### src/rtl/display_scan_ctrl_pkg.sv
// Shared types and register-map constants for the 4-digit 7-segment scan controller.
package display_pkg;

  typedef enum logic [1:0] {
    OFF   = 2'd0,
    DRIVE = 2'd1,
    BLANK = 2'd2
  } scan_state_t;

  localparam logic       ADDR_DATA     = 1'b0;
  localparam logic       ADDR_CTRL     = 1'b1;
  localparam int         CTRL_EN       = 0;
  localparam int         CTRL_MASK_LSB = 4;
  localparam logic [3:0] MASK_RST      = 4'hF;

endpackage

### src/rtl/display_scan_ctrl_if.sv
// CPU-side register bus of the display scan controller: single-cycle writes, combinational reads.
interface display_scan_ctrl_if;

  logic        we_i;
  logic        addr_i;
  logic [31:0] wdata_i;
  logic [31:0] rdata_o;

  modport master (output we_i, output addr_i, output wdata_i, input rdata_o);
  modport slave  (input we_i, input addr_i, input wdata_i, output rdata_o);

endinterface

### src/rtl/display_scan_ctrl.sv
// Scan controller for a 4-digit 7-segment display: DATA/CTRL registers, frame-synchronous
// shadow of the digit value, and a DRIVE/BLANK sequencer driving the nibble-mux select and anodes.
module display_scan_ctrl
  import display_pkg::*;
#(
  parameter int REFRESH_DIV  = 25000,
  parameter int BLANK_CYCLES = 100
) (
  input  logic                 clk_i,
  input  logic                 rst_n_i,
  display_scan_ctrl_if.slave   bus,
  output logic [15:0]          digits_o,
  output logic [1:0]           sel_o,
  output logic [3:0]           an_o,
  output logic                 frame_o
);

  localparam int            CW    = $clog2(REFRESH_DIV) + 1;
  localparam logic [CW-1:0] RLOAD = CW'(REFRESH_DIV - 1);
  localparam logic [CW-1:0] BLOAD = CW'(BLANK_CYCLES - 1);

  logic [15:0]   data_reg;
  logic          enable;
  logic [3:0]    mask;
  scan_state_t   state;
  logic [CW-1:0] cnt;
  logic          data_wr;
  logic [15:0]   data_next;
  logic          unused_wdata;

  assign unused_wdata = ^{bus.wdata_i[31:8], bus.wdata_i[3:1]};

  // A DATA write landing on a shadow-load edge must win over the stale register value.
  assign data_wr   = bus.we_i && (bus.addr_i == ADDR_DATA);
  assign data_next = data_wr ? bus.wdata_i[15:0] : data_reg;

  always_ff @(posedge clk_i or negedge rst_n_i) begin
    if (!rst_n_i) begin
      data_reg <= '0;
      enable   <= 1'b0;
      mask     <= MASK_RST;
    end else if (bus.we_i) begin
      if (bus.addr_i == ADDR_DATA) begin
        data_reg <= bus.wdata_i[15:0];
      end else begin
        enable <= bus.wdata_i[CTRL_EN];
        mask   <= bus.wdata_i[CTRL_MASK_LSB +: 4];
      end
    end
  end

  always_comb begin
    bus.rdata_o = '0;
    if (bus.addr_i == ADDR_CTRL) begin
      bus.rdata_o[CTRL_EN]            = enable;
      bus.rdata_o[CTRL_MASK_LSB +: 4] = mask;
    end else begin
      bus.rdata_o[15:0] = data_reg;
    end
  end

  // Clearing enable overrides everything, so a disabled scan never emits a frame pulse.
  always_ff @(posedge clk_i or negedge rst_n_i) begin
    if (!rst_n_i) begin
      state    <= OFF;
      cnt      <= '0;
      sel_o    <= 2'd0;
      frame_o  <= 1'b0;
      digits_o <= '0;
    end else begin
      frame_o <= 1'b0;
      if (!enable) begin
        state <= OFF;
        cnt   <= '0;
        sel_o <= 2'd0;
      end else begin
        case (state)
          OFF: begin
            state    <= DRIVE;
            cnt      <= RLOAD;
            sel_o    <= 2'd0;
            digits_o <= data_next;
          end
          DRIVE: begin
            if (cnt == '0) begin
              state <= BLANK;
              cnt   <= BLOAD;
            end else begin
              cnt <= cnt - CW'(1);
            end
          end
          BLANK: begin
            if (cnt == '0) begin
              state <= DRIVE;
              cnt   <= RLOAD;
              sel_o <= sel_o + 2'd1;
              if (sel_o == 2'd3) begin
                frame_o  <= 1'b1;
                digits_o <= data_next;
              end
            end else begin
              cnt <= cnt - CW'(1);
            end
          end
          default: begin
            state <= OFF;
            cnt   <= '0;
            sel_o <= 2'd0;
          end
        endcase
      end
    end
  end

  // Anodes decode straight from registered state so a mask write shows up on the next cycle.
  always_comb begin
    an_o = 4'hF;
    if (state == DRIVE && mask[sel_o]) begin
      an_o[sel_o] = 1'b0;
    end
  end

endmodule

### src/flat_wrapper.sv
// flat-port wrapper written by rule: the top's interface ports become plain ports
module display_scan_ctrl_flat import display_pkg::*;
#(
  parameter int REFRESH_DIV  = 25000,
  parameter int BLANK_CYCLES = 100
)
  (clk_i, rst_n_i, digits_o, sel_o, an_o, frame_o, bus_we_i, bus_addr_i, bus_wdata_i, bus_rdata_o);
  display_scan_ctrl_if bus_i ();
  input  logic clk_i;
  input  logic rst_n_i;
  output logic [15:0] digits_o;
  output logic [1:0] sel_o;
  output logic [3:0] an_o;
  output logic frame_o;
  input wire logic [$bits(bus_i.we_i)-1:0] bus_we_i;
  input wire logic [$bits(bus_i.addr_i)-1:0] bus_addr_i;
  input wire logic [$bits(bus_i.wdata_i)-1:0] bus_wdata_i;
  output wire logic [$bits(bus_i.rdata_o)-1:0] bus_rdata_o;
  assign bus_i.we_i = bus_we_i;
  assign bus_i.addr_i = bus_addr_i;
  assign bus_i.wdata_i = bus_wdata_i;
  assign bus_rdata_o = bus_i.rdata_o;
  display_scan_ctrl #(.REFRESH_DIV(REFRESH_DIV), .BLANK_CYCLES(BLANK_CYCLES)) u_core (.clk_i(clk_i), .rst_n_i(rst_n_i), .bus(bus_i), .digits_o(digits_o), .sel_o(sel_o), .an_o(an_o), .frame_o(frame_o));
endmodule
### config.mk
export PLATFORM = sky130hd
export DESIGN_NAME = display_scan_ctrl_flat
export DESIGN_NICKNAME = d
export VERILOG_FILES = /design/src/rtl/display_scan_ctrl_pkg.sv /design/src/rtl/display_scan_ctrl_if.sv /design/src/rtl/display_scan_ctrl.sv /design/src/flat_wrapper.sv
export SDC_FILE = /design/constraint.sdc
export NUM_CORES = 1
export LEC_CHECK = 0
export CORE_UTILIZATION = 35
export DETAILED_ROUTE_END_ITERATION = 8
export MAX_ROUTING_LAYER = met4
export PLACE_DENSITY = 0.71
export SKIP_CTS_REPAIR_TIMING = 1
export SKIP_LAST_GASP = 1
export SYNTH_ARGS = -nofsm -noshare
export SYNTH_HDL_FRONTEND = slang
export SYNTH_SLANG_ARGS = --single-unit
### constraint.sdc
create_clock -name clk_i -period 4.1 [get_ports clk_i]
set_input_delay 0.82 -clock clk_i [delete_from_list [all_inputs] [get_ports clk_i]]
set_output_delay 0.82 -clock clk_i [all_outputs]
set_load 0.01 [all_outputs]
; ---- Word level (Yosys, flattened, before mapping)
; Index checks and enable logic that the tools add are counted.
[totals]
inputBits = 36
register_bits = 58
[classes]
n_addsub = 2
n_eq_ne = 8
bitwise = 2
reduce_logical = 11
muxes = 28
n_lt_le_gt_ge = 2
[ops]
columns = op, count
row1 = 16-bit 2-to-1 mux, 6
row2 = 16-bit one-hot mux with 3 select lines, 1
row3 = 16-bit one-hot mux with 2 select lines, 1
row4 = 16-bit zero test, 1
row5 = 16-bit by 1-bit subtractor with 16-bit output (second input constant), 1
row6 = 2-bit 2-to-1 mux, 5
row7 = 4-bit 2-to-1 mux, 2
row8 = 8-bit 2-to-1 mux, 1
row9 = 2-bit AND reduction, 4
row10 = 1-bit 2-to-1 mux, 7
row11 = 3-bit inequality test (second input constant), 2
row12 = 2-bit one-hot mux with 3 select lines, 1
row13 = 2-bit == test (second input constant), 2
row14 = 2-bit by 1-bit inequality test with 1-bit output (second input constant), 2
row15 = 4-bit NOT, 1
row16 = 2-bit one-hot mux with 2 select lines, 1
row17 = 4-bit AND reduction, 1
row18 = 1-bit logical AND, 3
row19 = 2-bit by 3-bit less-than comparator with 1-bit output (second input constant), 1
row20 = 3-bit 2-to-1 mux, 1
row21 = 2-bit by 1-bit adder with 2-bit output (second input constant), 1
row22 = 1-bit binary-select mux with 2-bit select, 1
row23 = 1-bit demux with 2-bit select, 1
row24 = 2-bit by 1-bit == test with 1-bit output (second input constant), 1
row25 = other kinds (5), 5

; ---- Longest topological paths before layout
; Gate-level depths: netlist (run 1).
[logic_depth]
ltp_word = 6
depth_mapped = 8
ltp_nobuf = 7

; ---- Worst setup path after synthesis (run 1)
; Ideal clock, no wire load.
[synth_path]
kind = input port to flip-flop
from = input port bus_addr_i
to = register u_core.digits_o[2]
required_time_ns = 3.975
n_path_buf = 3
setup_time_ns = 0.125
t_arrival_ns = 2.225
path_stages = 6
setup_slack_ns = 1.750
cell_sequence = clkbuf_1 nor2b_1 clkbuf_1 buf_2 mux2_2 mux2_2
[synth_via]
elab_chain_cells = 6
[synth_lines]
columns = element, line_no
row1 = start: declaration, flat_wrapper.sv:16  ; input wire logic [$bits(bus_i.addr_i)-1:0] bus_addr_i;
row2 = 1-bit NOT (no line) *, -
row3 = 1-bit logical AND *, display_scan_ctrl.sv:34  ; assign data_wr = bus.we_i && (bus.addr_i == ADDR_DATA);
row4 = 16-bit 2-to-1 mux *, display_scan_ctrl.sv:35  ; assign data_next = data_wr ? bus.wdata_i[15:0] : data_reg;
row5 = named net u_core.data_next[2], display_scan_ctrl.sv:28  ; logic [15:0] data_next;
row6 = 16-bit 2-to-1 mux, display_scan_ctrl.sv:97  ; if (sel_o == 2'd3) begin
row7 = 16-bit 2-to-1 mux, display_scan_ctrl.sv:93  ; if (cnt == '0) begin
row8 = 16-bit one-hot mux with 2 select lines *, display_scan_ctrl.sv:77  ; case (state)
row9 = end signal: assignment, display_scan_ctrl.sv:82  ; digits_o <= data_next;
row10 = end signal: assignment, display_scan_ctrl.sv:99  ; digits_o <= data_next;
row11 = end: declaration, display_scan_ctrl.sv:12  ; output logic [15:0] digits_o,
; Mark *: on every way through the listed nets, which the timed path passes. The rest lies on a longest branch. The select of a mux whose other input is x is not followed.
; A chain may end at the register's enable or synchronous reset.

; ---- Worst setup path after layout (run 1)
[layout_path]
from = input port bus_addr_i
to = output port bus_rdata_o[0]
[layout_via]
elab_chain_cells = 1
[layout_lines]
columns = element, line_no
row1 = 1-bit 2-to-1 mux, display_scan_ctrl.sv:54  ; if (bus.addr_i == ADDR_CTRL) begin
row2 = end: declaration, flat_wrapper.sv:18  ; output wire logic [$bits(bus_i.rdata_o)-1:0] bus_rdata_o;
; Every way passes these cells.

==> impl_metrics.yaml, run 1 <==
status:
  status: "completed"
setup_path:
  critical_path.max_fanout: 11
  rrSetupSlack_ns: 1.53
  endpoint: "bus_rdata_o[0]"
  critical_path_arrival_ns: 2.50
  criticalPathCategory: "input port to output pin"
  cp-startpoint: "bus_addr_i"
  r2r-start: "u_core.cnt[0]"
  cp_cell_sequence: "clkdlybuf4s50_1 -> mux2_2 -> clkdlybuf4s50_1"
  r2r_end: "u_core.digits_o[6]"
  end_kind: "output pin"
  reg2regPathDepth: 7
  required_ns: 3.28
  cp_common_cell: "clkdlybuf4s50_1"
  cp_slowest_cell: "clkdlybuf4s50_1"
  crit_path_max_incr_delay_ns: 0.79
  cp-start-kind: "input port"
clock_network:
  cts-root-buf: "clkbuf_8"
  cts_buffers: 9
  clk_pin_slew_ns: 0.07
  clk_latency_ns: 0.34
  cts_tree: "done"
  cts.sinks: 58
  htree_levels: 3
  cts.path.max_buffers: 2
synth:
  ys_ff_latch: 58
  synthesis.area_um2: 2960
  synthTopCellsByCount: "54 x dfrtp_1, 32 x mux2_2, 21 x nor2_1, 16 x buf_4, 14 x nor2b_1"
  syn_inst: 246
  yosysWarningCount: 0
  synth.most_common_cell: "dfrtp_1"
  yosysTopAreaCellShare_pct: 45.7
  synth_flop_cell: "dfrtp_1"
  synth.area.top_cells: "dfrtp_1 46%, mux2_2 12%, mux2_4 5.1%"
  syn_area_per_cell_um2: 12.0
  async_flop_share_pct: 100
  synth_top_area_cell: "dfrtp_1"
  synth.distinct_cells: 42
  synth-edff-count: 0
  ys_seq_area_share_pct: 49.2
grt:
  grt_max_degree: 45
  antenna_found_initial: 0
  grt_overflow_total: 0
  grtUsageTotal_pct: 15.9
  first_global_vias: 2106
  grt_pass1_wl_um: 10200
finish:
  fin_nets: 349
  syn_to_final_growth_pct: 27.7
  n_antenna_cell: 0
  fin_cells: 418
  drive_gt1_share_pct: 23.6
  fillers: 739
detailed_routing:
  num_vias: 1966
  avgViaCountPerCell: 4.70
  drt-wirelength-per-cell_um: 14.3
  antenna_left: 0
  drt_iter0_markers: 106
  firstDrtPassIters: 4
  drcViolationCount: 0
  routed_wl_um: 5980
pwr:
  leakagePower_uw: 0.00159
  power_density_nw_per_um2: 546
  ir_drop_uv: 332
placement:
  dp_slack_ns: 0.774
  place.gp.congestion: 0.776
  dp_cells: 402
  hpwl_um: 4100
  io_buffers: 58
sta:
  relSlewSlack_pct: 34.3
  setup_viol: 0
  fin_crit_ns: 3.32
  tns_ns: 0
  maxSlewViolCount: 0
  min_period_over_period_pct: 81.1
  worst_slack_ns: 0.776
  whs_ns: 0.511
  hold_viol_final: 0
  max_slew.worst_pin.slew_ns: 0.985
  finalClockSkew_ns: 0.00755
  rsz0062_at_grt: "false"
  max_freq_mhz: 301
floorplan:
  start_util_pct: 36.0
  dieArea_um2: 8820
  core_um2: 8220
  dieWidth_um: 93.9
  ios: 91
  die_h_um: 93.9
  num_rows: 33
run:
  maxCapViolations: 0
hold_path:
  hold-path-cell-count: 1
  hp-class: "flop to flop"
## logic make-up (layout without fill, tap and decap cells)
kind of cell | count (synthesis) | count (layout) | share of synthesized area [%]
compound gates | 20 | 20 | 4.82
xor+xnor | 14 | 14 | 4.15
flops | 58 | 58 | 49.2
other cells | 1 | 16 | 0.127
buf+inv | 31 | 83 | 6.56
mux | 44 | 44 | 18.4
simple gates | 72 | 72 | 14.3
fa+ha+maj | 6 | 6 | 2.45
## worst min path at each step
stage | start | end | slack, ns
5_1_grt | u_core.digits_o[6] | u_core.digits_o[6] | 0.54
3_5_place_dp | u_core.digits_o[2] | u_core.digits_o[2] | 0.50
4_1_cts | u_core.digits_o[2] | u_core.digits_o[2] | 0.51
3_3_place_gp | u_core.digits_o[5] | u_core.digits_o[5] | 0.49
6_report | u_core.digits_o[4] | u_core.digits_o[4] | 0.51
2_1_floorplan | u_core.data_reg[2] | u_core.data_reg[2] | 0.49
## routing by layer
layer / track usage (%) / vias up / wire length (um)
li1: - / 936 / -
met1: 19.4 / 947 / 2610
met2: 23.5 / 76 / 2830
met3: 6.23 / 7 / 470
met4: 6.41 / 0 / 70
met5: - / - / 0
## critical path, delay by kind of cell
family                 cells  cell delay, ns
buffers and inverters      2            1.29
muxes                      1            0.39
## power breakdown
| group | internal [uW] | switching [uW] |
|---|---|---|
| combinational | 405 | 284 |
| clock | 284 | 256 |
| sequential | 715 | 116 |
| total | 1400 | 656 |
## cell type report
cell class | instances | area, um^2 | share of cell area [%]
inverters | 6 | 22.5 | 0.596
well taps | 105 | 131 | 3.48
repair buffers | 61 | 598 | 15.8
clock buffers | 9 | 124 | 3.28
clock inverters | 7 | 80.1 | 2.12
flip-flops and latches | 58 | 1460 | 38.6
multi-input cells | 172 | 1360 | 36.1
## metrics by stage
stage	total power [uW]	area, um^2	utilization (%)
after floorplan	1250	3010	-
after global placement	1520	3570	43.5
after detailed placement	1530	3570	43.5
after CTS	2080	3780	46.0
after global routing	2180	3780	46.0
final	2060	3780	46.0
## cell usage in the layout (no fill, tap or decap), types with 2 or more instances in the layout
cell type         n
o21ai_0           3
clkinvlp_4        2
dfrtp_1          54
clkdlybuf4s50_1  57
mux2_4           10
buf_4             3
nand4_1           2
xnor2_1           8
conb_1           16
inv_1             6
clkinv_4          4
clkbuf_8          9
o21a_1            3
mux2_2           32
o32ai_1           2
nand2_1          13
dfstp_2           4
nor3_1            3
nand2b_1          3
ha_1              5
nor2_1           21
nor4_4            2
xor2_1            6
nor4_1            2
and3_1            2
a21oi_1           7
nand3_1           2
nor2b_1          14
nor3b_1           2
(Power assumes the default switching activity.)
==> run 2: changes to the inputs <==
Settings changed: PLACE_DENSITY 0.71 to 0.73.
Clock period 4.1 ns to 2.94 ns, I/O delays scaled along.
==> run 2 against run 1 <==
Net effect: first-iteration DRC count grew 24%; die area unchanged; clock skew is 0.0037 ns higher; core utilization up 0.24 points; worst setup slack got worse by 0.60 ns; largest cell class unchanged; largest power group unchanged; highest routed layer unchanged.
==> impl_metrics.yaml, run 2 (synthesis results as in run 1) <==
clock_network:
  cts_tree: "done"
  htree_levels: 3
  clk_pin_slew_ns: 0.07
  cts.path.max_buffers: 2
  cts-root-buf: "clkbuf_8"
  cts_buffers: 9
  cts.sinks: 58
  clk_latency_ns: 0.34
pwr:
  leakagePower_uw: 0.00160
  power_density_nw_per_um2: 750
  ir_drop_uv: 412
hold_path:
  hp-class: "input port to asynchronous set/reset pin"
finish:
  final_util_pct: 46.2
  drive_gt1_share_pct: 24.6
  syn_to_final_growth_pct: 28.3
  finalInstanceArea_um2: 3800
  final_cell_mix: "57 x clkdlybuf4s50_1, 54 x dfrtp_1, 32 x mux2_2, 21 x nor2_1, 16 x conb_1"
  layout_commonest_cell: "clkdlybuf4s50_1"
  fin_nets: 353
  n_antenna_cell: 0
sta:
  hold_viol_final: 0
  tns_ns: 0
  setup_viol: 0
  max_freq_mhz: 362
  whs_ns: 0.107
  max_slew.worst_pin.slew_ns: 0.651
  maxSlewViolCount: 0
  fin_crit_ns: 2.77
  rsz0062_at_grt: "false"
  min_period_over_period_pct: 94.1
  finalClockSkew_ns: 0.0113
  worst_slack_ns: 0.174
  relSlewSlack_pct: 56.4
detailed_routing:
  firstDrtPassIters: 4
  routed_wl_um: 5830
  wl_met2_um: 2660
  antenna_left: 0
  num_vias: 1995
  drcViolationCount: 0
  wl_met1_um: 2620
  drt-wirelength-per-cell_um: 13.8
  avgViaCountPerCell: 4.73
  top_layer_used: "met4"
  route.met3.wl_um: 447
  drt_iter0_markers: 131
placement:
  hpwl_um: 4180
  dp_slack_ns: 0.172
  place.gp.congestion: 0.761
  io_buffers: 58
  placed_cell_area_um2: 3600
grt:
  grt_pass1_wl_um: 9760
  grtUsageTotal_pct: 15.2
  first_global_vias: 2042
  grt_max_degree: 27
  grt_overflow_total: 0
  antenna_found_initial: 0
run:
  maxCapViolations: 0
setup_path:
  cp-start-kind: "input port"
  required_ns: 2.35
  endpoint: "bus_rdata_o[0]"
  rrSetupSlack_ns: 0.53
  r2r-start: "u_core.cnt[0]"
  critical_path.max_fanout: 8
  criticalPathCategory: "input port to output pin"
  reg2regPathDepth: 8
  cp-startpoint: "bus_addr_i"
  end_kind: "output pin"
  r2r_end: "u_core.digits_o[6]"
  critical_path_arrival_ns: 2.18
floorplan:
  core_um2: 8220
  num_rows: 33
  start_util_pct: 36.0
  dieArea_um2: 8820
  ios: 91
  die_h_um: 93.9
  dieWidth_um: 93.9
status:
  status: "completed"
## run 2: cell types whose count changed in the layout (fill, tap and decap cells not counted)
cell	change
buf_4	+4
clkinvlp_4	+2
clkinv_4	-4
clkinv_2	+2
## run 2: per-layer routing
metal	GRT usage, %	vias up
met4	6.92	0
li1	-	949
met1	18.2	957
met2	23.1	78
met5	-	-
met3	5.26	11
## run 2: critical path, cell delays in order
cell	delay (ns)
clkdlybuf4s50_1	0.70
mux2_2	0.39
clkdlybuf4s50_1	0.50
## run 2: through the flow
step                      power (uW)  std cells
after global routing            3010        422
final                           2850        422
after detailed placement        2140        406
after floorplan                 1740        261
after CTS                       2880        422
after global placement          2120        406
## run 2: worst min-delay path by stage
stage | startpoint | endpoint | depth (start not counted)
2_1_floorplan | rst_n_i | u_core.cnt[0] | 0
3_3_place_gp | rst_n_i | u_core.digits_o[3] | 1
3_5_place_dp | rst_n_i | u_core.digits_o[3] | 1
4_1_cts | rst_n_i | u_core.digits_o[3] | 1
5_1_grt | rst_n_i | u_core.digits_o[3] | 1
6_report | rst_n_i | u_core.digits_o[3] | 1
## run 2: where the power goes
part           leakage, uW  switching, uW  internal [uW]
registers         0.000707            157            998
logic             0.000803            403            570
clock network    0.0000873            332            387
total              0.00160            892           1960
## run 2: area by class of cell
class	instances	area, um^2
timing repair buffer	65	628
tap	105	131
fill	744	4420
clock buffer	9	124
clock inverter	7	70.1
multi-input combinational	172	1360
inverter	6	22.5
sequential	58	1460
